--- src/rtl/csr_pkg.sv ---
// Shared types and constants for the CSR access sequencer.
// Used by csr_ctrl and csr_alu.
package csr_pkg;

  typedef enum logic [2:0] {
    OP_RW    = 3'd0,
    OP_RS    = 3'd1,
    OP_RC    = 3'd2,
    OP_ECALL = 3'd3,
    OP_MRET  = 3'd4
  } csr_op_e;

  typedef enum logic [2:0] {
    ST_IDLE  = 3'd0,
    ST_READ  = 3'd1,
    ST_WRITE = 3'd2,
    ST_TRAP  = 3'd3,
    ST_RESP  = 3'd4
  } csr_state_e;

  localparam logic [11:0] CSR_MSTATUS = 12'h300;
  localparam logic [11:0] CSR_MTVEC   = 12'h305;
  localparam logic [11:0] CSR_MEPC    = 12'h341;
  localparam logic [11:0] CSR_MCAUSE  = 12'h342;

  localparam int unsigned MCAUSE_ECALL_M = 11;

  // True for the CSR addresses implemented by the core's register file.
  function automatic logic csr_addr_known(input logic [11:0] addr);
    return (addr == CSR_MSTATUS) || (addr == CSR_MTVEC) ||
           (addr == CSR_MEPC)    || (addr == CSR_MCAUSE);
  endfunction

endpackage

--- src/rtl/csr_alu.sv ---
// Combinational new-value computation for csrrw/csrrs/csrrc.
module csr_alu
  import csr_pkg::*;
#(
  parameter int WIDTH = 32
) (
  input  csr_op_e            op_i,
  input  logic [WIDTH-1:0]   old_i,
  input  logic [WIDTH-1:0]   src_i,
  output logic [WIDTH-1:0]   new_o
);

  always_comb begin
    new_o = old_i;
    unique case (op_i)
      OP_RW:   new_o = src_i;
      OP_RS:   new_o = old_i | src_i;
      OP_RC:   new_o = old_i & ~src_i;
      default: new_o = old_i;
    endcase
  end

endmodule

--- src/rtl/csr_ctrl.sv ---
// Multi-cycle CSR access sequencer (READ / WRITE / TRAP / RESP).
// Optional address filtering with illegal flag: define CSR_ADDR_CHECK_EN.
module csr_ctrl
  import csr_pkg::*;
#(
  parameter int WIDTH = 32
) (
  input  logic               clk,
  input  logic               rst,
  input  logic               in_valid,
  output logic               in_ready,
  input  csr_op_e            in_op,
  input  logic               in_imm,
  input  logic [11:0]        in_addr,
  input  logic [WIDTH-1:0]   in_rs1_data,
  input  logic [4:0]         in_zimm,
  input  logic               in_src_zero,
  input  logic [WIDTH-1:0]   in_pc,
  output logic [11:0]        csr_addr,
  output logic               csr_wen,
  output logic [WIDTH-1:0]   csr_wdata,
  input  logic [WIDTH-1:0]   csr_rdata,
  output logic               csr_ecall,
  output logic [WIDTH-1:0]   csr_pc,
  input  logic [WIDTH-1:0]   csr_mtvec,
  input  logic [WIDTH-1:0]   csr_mepc,
  output logic               out_valid,
  input  logic               out_ready,
  output logic [WIDTH-1:0]   out_rd_data,
  output logic               out_redirect,
  output logic [WIDTH-1:0]   out_redirect_pc
`ifdef CSR_ADDR_CHECK_EN
  ,
  output logic               out_illegal
`endif
);

  csr_state_e        state_q, state_d;
  csr_op_e           op_q, op_d;
  logic [11:0]       addr_q, addr_d;
  logic [WIDTH-1:0]  src_q, src_d;
  logic              src_zero_q, src_zero_d;
  logic [WIDTH-1:0]  pc_q, pc_d;
  logic [WIDTH-1:0]  wdata_q, wdata_d;
  logic [WIDTH-1:0]  rd_q, rd_d;
  logic              redir_q, redir_d;
  logic [WIDTH-1:0]  rpc_q, rpc_d;
`ifdef CSR_ADDR_CHECK_EN
  logic              illegal_q, illegal_d;
`endif

  logic [WIDTH-1:0]  in_src;
  logic [WIDTH-1:0]  alu_new;

  assign in_src = in_imm ? {{(WIDTH-5){1'b0}}, in_zimm} : in_rs1_data;

  csr_alu #(.WIDTH(WIDTH)) u_alu (
    .op_i  (op_q),
    .old_i (csr_rdata),
    .src_i (src_q),
    .new_o (alu_new)
  );

  always_ff @(posedge clk) begin
    if (rst) state_q <= ST_IDLE;
    else     state_q <= state_d;
  end

  // Instruction/result holding registers need no reset: outputs are gated by state.
  always_ff @(posedge clk) begin
    op_q       <= op_d;
    addr_q     <= addr_d;
    src_q      <= src_d;
    src_zero_q <= src_zero_d;
    pc_q       <= pc_d;
    wdata_q    <= wdata_d;
    rd_q       <= rd_d;
    redir_q    <= redir_d;
    rpc_q      <= rpc_d;
`ifdef CSR_ADDR_CHECK_EN
    illegal_q  <= illegal_d;
`endif
  end

  always_comb begin
    state_d         = state_q;
    op_d            = op_q;
    addr_d          = addr_q;
    src_d           = src_q;
    src_zero_d      = src_zero_q;
    pc_d            = pc_q;
    wdata_d         = wdata_q;
    rd_d            = rd_q;
    redir_d         = redir_q;
    rpc_d           = rpc_q;
`ifdef CSR_ADDR_CHECK_EN
    illegal_d       = illegal_q;
    out_illegal     = 1'b0;
`endif
    in_ready        = 1'b0;
    csr_addr        = '0;
    csr_wen         = 1'b0;
    csr_wdata       = '0;
    csr_ecall       = 1'b0;
    csr_pc          = '0;
    out_valid       = 1'b0;
    out_rd_data     = '0;
    out_redirect    = 1'b0;
    out_redirect_pc = '0;

    unique case (state_q)
      ST_IDLE: begin
        in_ready = 1'b1;
        if (in_valid) begin
          op_d       = in_op;
          addr_d     = in_addr;
          src_d      = in_src;
          src_zero_d = in_src_zero;
          pc_d       = in_pc;
          rd_d       = '0;
          redir_d    = 1'b0;
          rpc_d      = '0;
`ifdef CSR_ADDR_CHECK_EN
          illegal_d  = 1'b0;
`endif
          unique case (in_op)
            OP_RW, OP_RS, OP_RC: begin
              state_d = ST_READ;
`ifdef CSR_ADDR_CHECK_EN
              if (!csr_addr_known(in_addr)) begin
                illegal_d = 1'b1;
                state_d   = ST_RESP;
              end
`endif
            end
            OP_ECALL: begin
              redir_d = 1'b1;
              state_d = ST_TRAP;
            end
            OP_MRET: begin
              redir_d = 1'b1;
              rpc_d   = csr_mepc;
              state_d = ST_RESP;
            end
            default: state_d = ST_RESP;
          endcase
        end
      end
      ST_READ: begin
        csr_addr = addr_q;
        rd_d     = csr_rdata;
        wdata_d  = alu_new;
        // Set/clear with a zero source must not write (side-effect free read).
        if (op_q == OP_RW || !src_zero_q) state_d = ST_WRITE;
        else                              state_d = ST_RESP;
      end
      ST_WRITE: begin
        csr_addr  = addr_q;
        csr_wen   = 1'b1;
        csr_wdata = wdata_q;
        state_d   = ST_RESP;
      end
      ST_TRAP: begin
        csr_ecall = 1'b1;
        csr_pc    = pc_q;
        rpc_d     = csr_mtvec;
        state_d   = ST_RESP;
      end
      ST_RESP: begin
        out_valid       = 1'b1;
        out_rd_data     = rd_q;
        out_redirect    = redir_q;
        out_redirect_pc = rpc_q;
`ifdef CSR_ADDR_CHECK_EN
        out_illegal     = illegal_q;
`endif
        if (out_ready) state_d = ST_IDLE;
      end
      default: state_d = ST_IDLE;
    endcase
  end

endmodule

--- config.mk ---
export PLATFORM = sky130hd
export DESIGN_NAME = csr_ctrl
export DESIGN_NICKNAME = d
export VERILOG_FILES = /design/src/rtl/csr_pkg.sv /design/src/rtl/csr_alu.sv /design/src/rtl/csr_ctrl.sv
export SDC_FILE = /design/constraint.sdc
export NUM_CORES = 1
export LEC_CHECK = 0
export ABC_AREA = 1
export BUFFER_PORTS_ARGS = -buffer_cell sky130_fd_sc_hd__buf_2
export CELL_PAD_IN_SITES_DETAIL_PLACEMENT = 1
export CELL_PAD_IN_SITES_GLOBAL_PLACEMENT = 2
export CORE_MARGIN = 2
export CORE_UTILIZATION = 30
export DETAILED_ROUTE_END_ITERATION = 8
export PLACE_DENSITY = 0.93
export SLEW_MARGIN = 10
export SYNTH_ARGS = -nofsm -noshare
export SYNTH_HDL_FRONTEND = slang
export SYNTH_HIERARCHICAL = 1
export SYNTH_SLANG_ARGS = --single-unit
--- constraint.sdc ---
create_clock -name clk -period 16.03 [get_ports clk]
set_input_delay 0.8015 -clock clk [delete_from_list [all_inputs] [get_ports clk]]
set_output_delay 0.8015 -clock clk [all_outputs]
set_load 0.005 [all_outputs]
==> metrics, run 1 <==
status=completed; Setup crit end kind=primary output; Synth area leader=edfxtp_1; Peak supply drop=0.0481 mV; Initial Util=30.6%; CP Data Arrival Time=~2.7 ns; vias=about 8000; routed len/inst=16.9 um; worst-margin pin slew=roughly 1 ns; dpl ws=around 13 ns; Worst Hold Class=primary input to register; post-synthesis mux area share=less than 1%; gr usage total=19.1%; top cells by count, synth=inv_1 (275), nor2_1 (237), edfxtp_1 (177); port bufs=330; final setup margin=around 12 ns; yosys warns=6; HPWL after DPL=between 20000 and 25000 um; fin nets=1567; Final Non-Filler Cells=between 1500 and 2000; Leak=between 0.006 and 0.007 uW; Fin. Hold Viols=0; core footprint=just under 30000 um^2; Synth top area share=between 50 and 60%; Unique masters post-synth=22; CTS Hold Bufs=0; gpl congestion=approximately 0.77; Final Setup Violations=0; Synthesized Nets=around 1300; top-count cell post-synth=inv_1; Slew HR=around 34%; fraction of layout cells with a size suffix above 1=roughly 28%; Cells after DPL=1751; largest family of logic cells by synthesized area=simple AND/OR/NAND/NOR gates; post-synthesis simple-gate area fraction=25.8%; # rows=63; CP Cell Sequence=inv_2, nand2_2, nor2_4, buf_4, inv_2, nand2_1, inv_1, nor2_1, buf_2; die area=31700 um^2; grt total ovfl=0; Critical Setup Path Class=register to primary output; RSZ-0062 raised after global routing=false; boundary pin count=331; setup_tns=0 ns; number of DRC markers in iteration 0=370; Routed Antenna Nets=0; Critical Path Max Stage Delay=0.62 ns; CTS HTree Levels=4; Via density=approximately 4.5; maximum root-to-sink buffer count=2; Period Utilization, post-route=22.1%; CTS Buf Count=17; clk_skew=roughly 0.012 ns; Core Util, Final=39.4%; initial antenna violation count=3; pin count of the biggest net entering global routing=67; sequential share of the synthesized area=59.1%; Critical Path RT=approximately 15 ns; critical path launch point type=register; Area Overhead vs Synth=28.6%; drt drc=0; Hold Slack=between 0.5 and 0.6 ns; setup bufs post-CTS=0; Mean Syn Cell Area=between 8 and 9 um^2; Die Span Y=between 150 and 200 um; Synth async-reset ratio=0%; Synth Register Bits=between 150 and 200; post-cts resize count=0; top cells by area, synth=edfxtp_1 (58%), inv_1 (11%), nor2_1 (9.8%); Post-Synth XOR/XNOR Area=0%; first-pass GRT wire length=approximately 46000 um; clock network latency to the later pin of the worst-skew pair=about 0.44 ns; Synth Flop Type=edfxtp_1; die width=178 um; EDFF count, synth=177; Root Driver=clkbuf_16; PD cells=99.0 nW/um^2; CP max FO=35; Fmax=around 280 MHz; Clk pin slew, worst setup/hold paths=approximately 0.07 ns; vias in the first global route=around 8400; total routed wirelength=30200 um; DRT Pass-1 Iters=4; most used cell, CP=inv_2; compound-cell area share of the yosys netlist=less than 1%; Post-Syn Instances=between 1000 and 1500; max cap viols=0; Synth Area in Adders=0%; CTS tree=built; Tmin final=3.55 ns; critical path's slowest cell=inv_2; CTS sink cnt=180; Synth Cell Area=slightly above 9000 um^2; Slew Viols, Final=0
-- cells in the final DEF, fill, tap and decap left out, types with 2 or more instances in the layout --
cell / synthesis / routed
edfxtp_1: 177 / 177
nand2_2: 1 / 3
nand3_1: 131 / 131
clkinvlp_4: 0 / 2
nor2_4: 1 / 6
dfxtp_1: 3 / 3
clkinv_1: 0 / 2
buf_2: 34 / 330
buf_4: 1 / 10
mux2_2: 5 / 5
nor2_1: 237 / 235
nand4_1: 32 / 32
clkbuf_16: 0 / 17
clkinv_2: 0 / 2
inv_1: 275 / 275
inv_2: 6 / 6
nand2_1: 142 / 140
o21ai_0: 2 / 2
bufinv_16: 0 / 2
clkinv_4: 0 / 4
-- final timing paths --
kind | start | to | slack [ns] | depth (start not counted)
worst max register to register | state_q[2]$_SDFFE_PP0P_ | rd_q[15]$_SDFFCE_PN0P_ | 13.22 | 6
worst max-delay path | state_q[2]$_SDFFE_PP0P_ | csr_addr[9] | 12.48 | 9
worst min register to register | state_q[2]$_SDFFE_PP0P_ | state_q[2]$_SDFFE_PP0P_ | 0.61 | 2
worst min-delay path | in_pc[9] | pc_q[9]$_DFFE_PP_ | 0.54 | 1
-- critical path, delay by kind of cell, from the launching register on --
kind | cells | cell delay (ns)
buf+inv | 5 | 1.47
flops | 1 | 0.42
simple gates | 4 | 0.38
-- registers in the layout (all words and copies together) (netlist names) --
signal and flops:
addr_q 12, src_zero_q 1, src_q 32, state_q 3, op_q 3, rpc_q 32
wdata_q 32, pc_q 32, redir_q 1, rd_q 32
-- report_power, final --
part           internal [uW]  switching (uW)
Sequential               566            15.4
Combinational           51.0             104
Clock                    229             192
-- cell type report --
type                       instances  area (um^2)
fill                            3658        18000
sequential                       180         5380
multi-input combinational        560         2470
timing repair buffer             341         1740
inverter                         281         1050
tap                              390          488
clock buffer                      18          429
clock inverter                    13          136
antenna                            1         2.50
-- kinds of logic (layout without fill, tap and decap cells) --
group | Yosys count | in the layout
and+or+nand+nor | 551 | 551
buffers and inverters | 333 | 653
DFF | 180 | 180
muxes | 5 | 5
AOI/OAI and AO/OA | 4 | 4
other | 0 | 1
-- stage by stage --
step / power (uW) / instance area [um^2]
final: 1160 / 11700
after global routing: 1210 / 11700
after CTS: 1170 / 11700
after detailed placement: 750 / 11100
after global placement: 743 / 11100
after floorplan: 672 / 9100
-- layer usage --
layer / up-vias / GRT usage [%] / wire length, um
met1: 3764 / 22.6 / 12200
met2: 260 / 33.8 / 15300
met3: 43 / 4.13 / 1900
met5: - / 0 / 27
met4: 4 / 7.34 / 719
li1: 3909 / - / -
No activity file was read; power rests on OpenSTA's default activity.
==> run 2, diff against run 1 <==
--- a/config.mk
+++ b/config.mk
@@ -10,9 +10,9 @@
 export CELL_PAD_IN_SITES_DETAIL_PLACEMENT = 1
 export CELL_PAD_IN_SITES_GLOBAL_PLACEMENT = 2
 export CORE_MARGIN = 2
-export CORE_UTILIZATION = 30
+export CORE_UTILIZATION = 28
 export DETAILED_ROUTE_END_ITERATION = 8
-export PLACE_DENSITY = 0.93
+export PLACE_DENSITY = 0.88
 export SLEW_MARGIN = 10
 export SYNTH_ARGS = -nofsm -noshare
 export SYNTH_HDL_FRONTEND = slang
==> constraint.sdc (replaced) <==
create_clock -name clk -period 3.4 [get_ports clk]
set_input_delay 0.17 -clock clk [delete_from_list [all_inputs] [get_ports clk]]
set_output_delay 0.17 -clock clk [all_outputs]
set_load 0.005 [all_outputs]
==> run 2 against run 1 <==
Against the previous run:
- total power grew to 4.7 times the previous value
- sequential share of layout area is 2.9 points lower
- cell area is 6.8% higher
- worst hold slack worse by 0.52 ns
- routed wire length is 4.4% higher
- clock skew is 0.0021 ns higher
- final cell count is 7.2% higher
- non-clock buffer count is 74 higher
- via count is 4.8% higher
- first-iteration DRC count is 4.9% lower
- largest power group unchanged
==> metrics, run 2 (synthesis gave the netlist of run 1 again) <==
status=completed; number of DRC markers in iteration 0=352 (-4.9%); grt total ovfl=0 (unchanged); PD cells=439 nW/um^2 (+340%); Core Util, Final=38.7% (-0.68 points); Critical Setup Path Class=register to primary output; max cap viols=0 (unchanged); CTS tree=built; gr usage total=18.5% (-0.58 points); setup bufs post-CTS=0 (unchanged); Period Utilization, post-route=between 70 and 80%; Fmax=384 MHz; Hold EP=src_q[12]$_SDFFCE_PP0P_; total routed wirelength=31500 um (+4.4%); Reg-to-Reg Start=state_q[1]$_SDFFE_PP0P_; met1 Use GR=21.7% (-0.86 points); Slew HR=20.2% (-14 points); Final Non-Filler Cells=1912 (+7.2%); Peak supply drop=0.231 mV (+380%); core footprint=32300 um^2 (+8.7%); Filler Cells Inserted=3900 (+6.6%); Leak=0.00647 uW (+5.0%); drt drc=0 (unchanged); Root Driver=clkbuf_16; Tmin final=around 2.6 ns; M2 GR Usage=33.2% (-0.64 points); fraction of layout cells with a size suffix above 1=27.0% (-1.1 points); Worst Reg-to-Reg Cells=4 (-2); worst-margin pin slew=1.20 ns (+0.215 ns); Area Overhead vs Synth=37.3%; clock network latency to the later pin of the worst-skew pair=0.44 ns (about the same); Setup crit end kind=primary output; clk_skew=0.0143 ns (+0.00213 ns); Routed Antenna Nets=0 (unchanged); HPWL after DPL=21000 um (+1.3%); pin count of the biggest net entering global routing=82 (+22%); most frequent cells in the layout=buf_2 (330), inv_1 (273), nor2_1 (235); worst r2r dst=src_q[17]$_SDFFCE_PP0P_; CTS Buf Count=17 (unchanged); GRT met3 Usage=4.47% (+0.33 points); first-pass GRT wire length=48000 um (+4.9%); die width=184 um (+3.4%); Final Setup Violations=0 (unchanged); Fin. Hold Viols=0 (unchanged); CTS HTree Levels=4 (unchanged); Cells after DPL=1805 (+3.1%); Worst Hold Class=primary input to register; maximum root-to-sink buffer count=2 (unchanged); routed len/inst=16.5 um (-2.6%); Slew Viols, Final=0 (unchanged); worst reg2reg setup slack=1.01 ns (-12.21 ns); Die Span Y=184 um (+3.4%); most common cell after layout, fill and taps aside=buf_2; dpl ws=0.992 ns (-11.86 ns); CP Data Arrival Time=2.43 ns (-0.31 ns); CTS sink cnt=180 (unchanged); boundary pin count=331 (unchanged); RSZ-0062 raised after global routing=false; critical path launch point type=register; CP max FO=18 (-49%); Via density=4.37 (-2.2%); Critical Path RT=3.23 ns (-12.00 ns); final setup margin=0.798 ns (-11.69 ns); Clk pin slew, worst setup/hold paths=0.07 ns (about the same); port bufs=330 (unchanged); DRT Pass-1 Iters=4 (unchanged); Initial Util=28.2% (-2.4 points); vias in the first global route=8849 (+6.0%); vias=8363 (+4.8%); die area=33900 um^2 (+7.0%); busiest metal layer after global routing=met2; hold path start=in_rs1_data[12]; fin nets=1641 (+4.7%); gpl congestion=0.795 (+3.7%); setup_tns=0 ns (unchanged); # rows=66 (+4.8%); worst hold path depth=3 (+2); initial antenna violation count=3 (unchanged)
run 2: cell count changes in the layout (fill, tap and decap cells not counted), moves of 2 or more:
cell and delta:
inv_2 +2, inv_6 +4, clkinv_4 -2, dlygate4sd3_1 +73
inv_1 -2, buf_4 +2
run 2: final cells by class:
| type | count | area, um^2 | area share (%) |
|---|---|---|---|
| Antenna cell | 2 | 5.00 | 0.0401 |
| Clock buffer | 18 | 429 | 3.44 |
| Clock inverter | 14 | 125 | 1.00 |
| Inverter | 281 | 1050 | 8.45 |
| Multi-Input combinational cell | 560 | 2470 | 19.8 |
| Sequential cell | 180 | 5380 | 43.0 |
| Tap cell | 442 | 553 | 4.43 |
| Timing Repair Buffer | 415 | 2470 | 19.8 |
run 2: per-stage QoR:
| stage | total power, uW | area (um^2) | hold slack [ns] |
|---|---|---|---|
| after CTS | 5540 | 12500 | 0.000795 |
| final | 5480 | 12500 | 0.0212 |
| after floorplan | 3160 | 9100 | 0.239 |
| after global placement | 3500 | 11200 | 0.346 |
| after global routing | 5730 | 12500 | 0.0139 |
| after detailed placement | 3540 | 11200 | 0.349 |
run 2: report_power, final:
part / internal (uW) / switching [uW]
sequential: 2670 / 79.9
combinational: 293 / 498
clock: 1020 / 921
total: 3980 / 1500
run 2: what timing repair did:
action | 4_1_cts | 5_1_grt
hold buffers | 73 | 0
hold endpoints to repair | 74 | 0
gates resized for setup | 0 | 0
run 2: worst max path at each step:
| stage | start | end | slack [ns] |
|---|---|---|---|
| after global placement | op_q[0]$_DFFE_PP_ | wdata_q[11]$_DFFE_PP_ | 1.17 |
| after CTS | state_q[2]$_SDFFE_PP0P_ | csr_addr[5] | 0.77 |
| after floorplan | state_q[0]$_SDFFE_PP0P_ | rd_q[0]$_SDFFCE_PN0P_ | 0.16 |
| after detailed placement | state_q[0]$_SDFFE_PP0P_ | addr_q[0]$_DFFE_PP_ | 0.99 |
| final | state_q[2]$_SDFFE_PP0P_ | csr_addr[10] | 0.80 |
| after global routing | state_q[2]$_SDFFE_PP0P_ | csr_addr[10] | 0.55 |
run 2: layer usage:
metal	wire length, um	vias up
li1	-	4062
met1	12900	3986
met4	537	2
met5	13	-
met2	16200	274
met3	1820	39
run 2: worst max-delay path, cell delays in order (launching register included):
cell and delay, ns:
dfxtp_1 0.45, inv_2 0.09, nand2_2 0.12, nor2_4 0.05
inv_2 0.29, buf_4 0.31, nand2_1 0.09, inv_1 0.35
nor2_1 0.10, buf_2 0.15
==> run 3, diff against run 2 <==
==> constraint.sdc (replaced) <==
create_clock -name clk -period 2.55 [get_ports clk]
set_input_delay 0.1275 -clock clk [delete_from_list [all_inputs] [get_ports clk]]
set_output_delay 0.1275 -clock clk [all_outputs]
set_load 0.005 [all_outputs]
==> run 3 against run 2 <==
Against the previous run:
- combinational power rose by 48%
- sequential cell count did not move
- clock skew fell by 0.0015 ns
- core utilization rose by 2.6 points
- die area did not move
- clock-buffer cell count rose by 1
- routed wire length rose by 2.8%
- first-iteration DRC count rose by 22%
- critical endpoint is now rpc_q[15]$_DFFE_PP_
==> metrics, run 3 (synthesis gave the netlist of run 1 again) <==
Worst Hold Class=primary input to register; CTS Buf Count=17 (unchanged); CP Data Arrival Time=2.61 ns (+0.18 ns); Root Driver=clkbuf_16; RSZ-0062 raised after global routing=false; Area Overhead vs Synth=46.6%; clk_skew=0.0128 ns (-0.00149 ns); pin count of the biggest net entering global routing=58 (-29%); dpl ws=0.794 ns (-0.197 ns); Filler Cells Inserted=3873 (-0.69%); Tmin final=2.30 ns; most frequent cells in the layout=buf_2 (330), inv_1 (275), nor2_1 (234); maximum root-to-sink buffer count=2 (unchanged); initial antenna violation count=2 (-1); FF+latch area=5380 um^2 (about the same); vias in the first global route=9674 (+9.3%); number of DRC markers in iteration 0=429 (+22%); port bufs=330 (unchanged); Leak=0.00688 uW (+6.3%); clock network latency to the later pin of the worst-skew pair=0.44 ns (about the same); CTS Hold Bufs=141 (+93%); area of the multi-input gates=2510 um^2 (+1.4%); CTS HTree Levels=4 (unchanged); Slew Viols, Final=0 (unchanged); total routed wirelength=32400 um (+2.8%); core footprint=32300 um^2 (unchanged); post-cts resize count=0 (unchanged); Hold Slack=0.0154 ns (-0.00580 ns); Initial Util=28.2% (unchanged); placed inst area=11300 um^2 (+1.1%); fin nets=1719 (+4.8%); max cap viols=0 (unchanged); Final Setup Violations=0 (unchanged); PD cells=569 nW/um^2 (+30%); Finished Cell Area=13300 um^2 (+6.8%); CP max FO=21 (+3); Fmax=435 MHz; worst hold path depth=3 (unchanged); Net Switching=2010 uW (+34%); Int Pwr=5570 uW (+40%); status=completed; final setup margin=0.251 ns (-0.547 ns); worst-margin pin slew=0.881 ns (-0.317 ns); # rows=66 (unchanged); clock power share=36.4% (+1.0 points); HPWL after DPL=21000 um (about the same); gr usage total=19.2% (+0.64 points); boundary pin count=331 (unchanged); routed len/inst=16.3 um (-1.3%); Period Utilization, post-route=90.2%; Slew HR=41.1% (+21 points); setup bufs post-CTS=0 (unchanged); gpl congestion=0.768 (-3.5%); Worst Reg-to-Reg Cells=8 (+4); Peak supply drop=0.411 mV (+78%); first-pass GRT wire length=50000 um (+4.3%); CTS tree=built; Net Sw Frac=26.5% (-0.82 points); grt total ovfl=0 (unchanged); share of total power in combinational logic=15.4% (+1.0 points); Setup crit end kind=register; drt drc=0 (unchanged); Critical Path RT=2.86 ns (-0.37 ns); Die Span Y=184 um (unchanged); die area=33900 um^2 (unchanged); fraction of layout cells with a size suffix above 1=26.3% (-0.70 points); Fin. Hold Viols=0 (unchanged); most common cell after layout, fill and taps aside=buf_2; Cells after DPL=1815 (+0.55%); Critical Setup Path Class=primary input to register; DRT Pass-1 Iters=4 (unchanged); Clk pin slew, worst setup/hold paths=0.07 ns (about the same); vias=8800 (+5.2%); critical path launch point type=primary input; sequential share of power=48.1% (-2.1 points); Routed Antenna Nets=0 (unchanged); die width=184 um (unchanged); CTS sink cnt=180 (unchanged); Final Non-Filler Cells=1991 (+4.1%); Via density=4.42 (+1.1%)
run 3: power groups by stage:
stage	logic, uW	clock network (uW)	registers (uW)
finish	1170	2760	3650
global route	1310	2950	3680
CTS	1180	2820	3650
detailed placement	1020	0	3720
global placement	980	0	3700
floorplan	537	0	3690
run 3: metal layers:
layer,up-vias,wire length [um],global-route usage (%),part of all wire (%)
met5,-,0,0,0
met4,0,873,7.14,2.7
met3,60,1580,4.17,4.9
met2,271,17400,36.7,54
met1,4247,12500,20.5,39
li1,4222,-,-,-
run 3: cell type report:
class / instances / share of cell area, %
clock buffers: 19 / 3.25
inverters: 281 / 7.91
diodes: 4 / 0.0751
well taps: 442 / 4.15
flip-flops and latches: 180 / 40.3
repair buffers: 493 / 24.3
clock inverters: 12 / 1.18
multi-input cells: 560 / 18.8
run 3: worst max-delay path, cell delays in order:
cell	delay, ns
dlygate4sd3_1	0.55
buf_2	0.16
nor3_4	0.74
buf_4	0.30
nand3_1	0.10
nand2_1	0.08
dlygate4sd3_1	0.54
run 3: final timing paths:
| path | endpoint | slack (ns) | start |
|---|---|---|---|
| min | src_q[10]$_SDFFCE_PP0P_ | 0.02 | in_rs1_data[10] |
| min reg2reg | state_q[2]$_SDFFE_PP0P_ | 0.58 | state_q[2]$_SDFFE_PP0P_ |
| max reg2reg | rpc_q[3]$_DFFE_PP_ | 0.27 | state_q[2]$_SDFFE_PP0P_ |
| max | rpc_q[15]$_DFFE_PP_ | 0.25 | in_op[0] |
run 3: through the flow:
step | utilization [%] | power [uW] | setup TNS (ns)
after floorplan | - | 4220 | -25.60
after global placement | 35.1 | 4680 | 0
after detailed placement | 35.1 | 4730 | 0
after CTS | 41.3 | 7650 | 0
after global routing | 41.3 | 7930 | 0
final | 41.3 | 7580 | 0
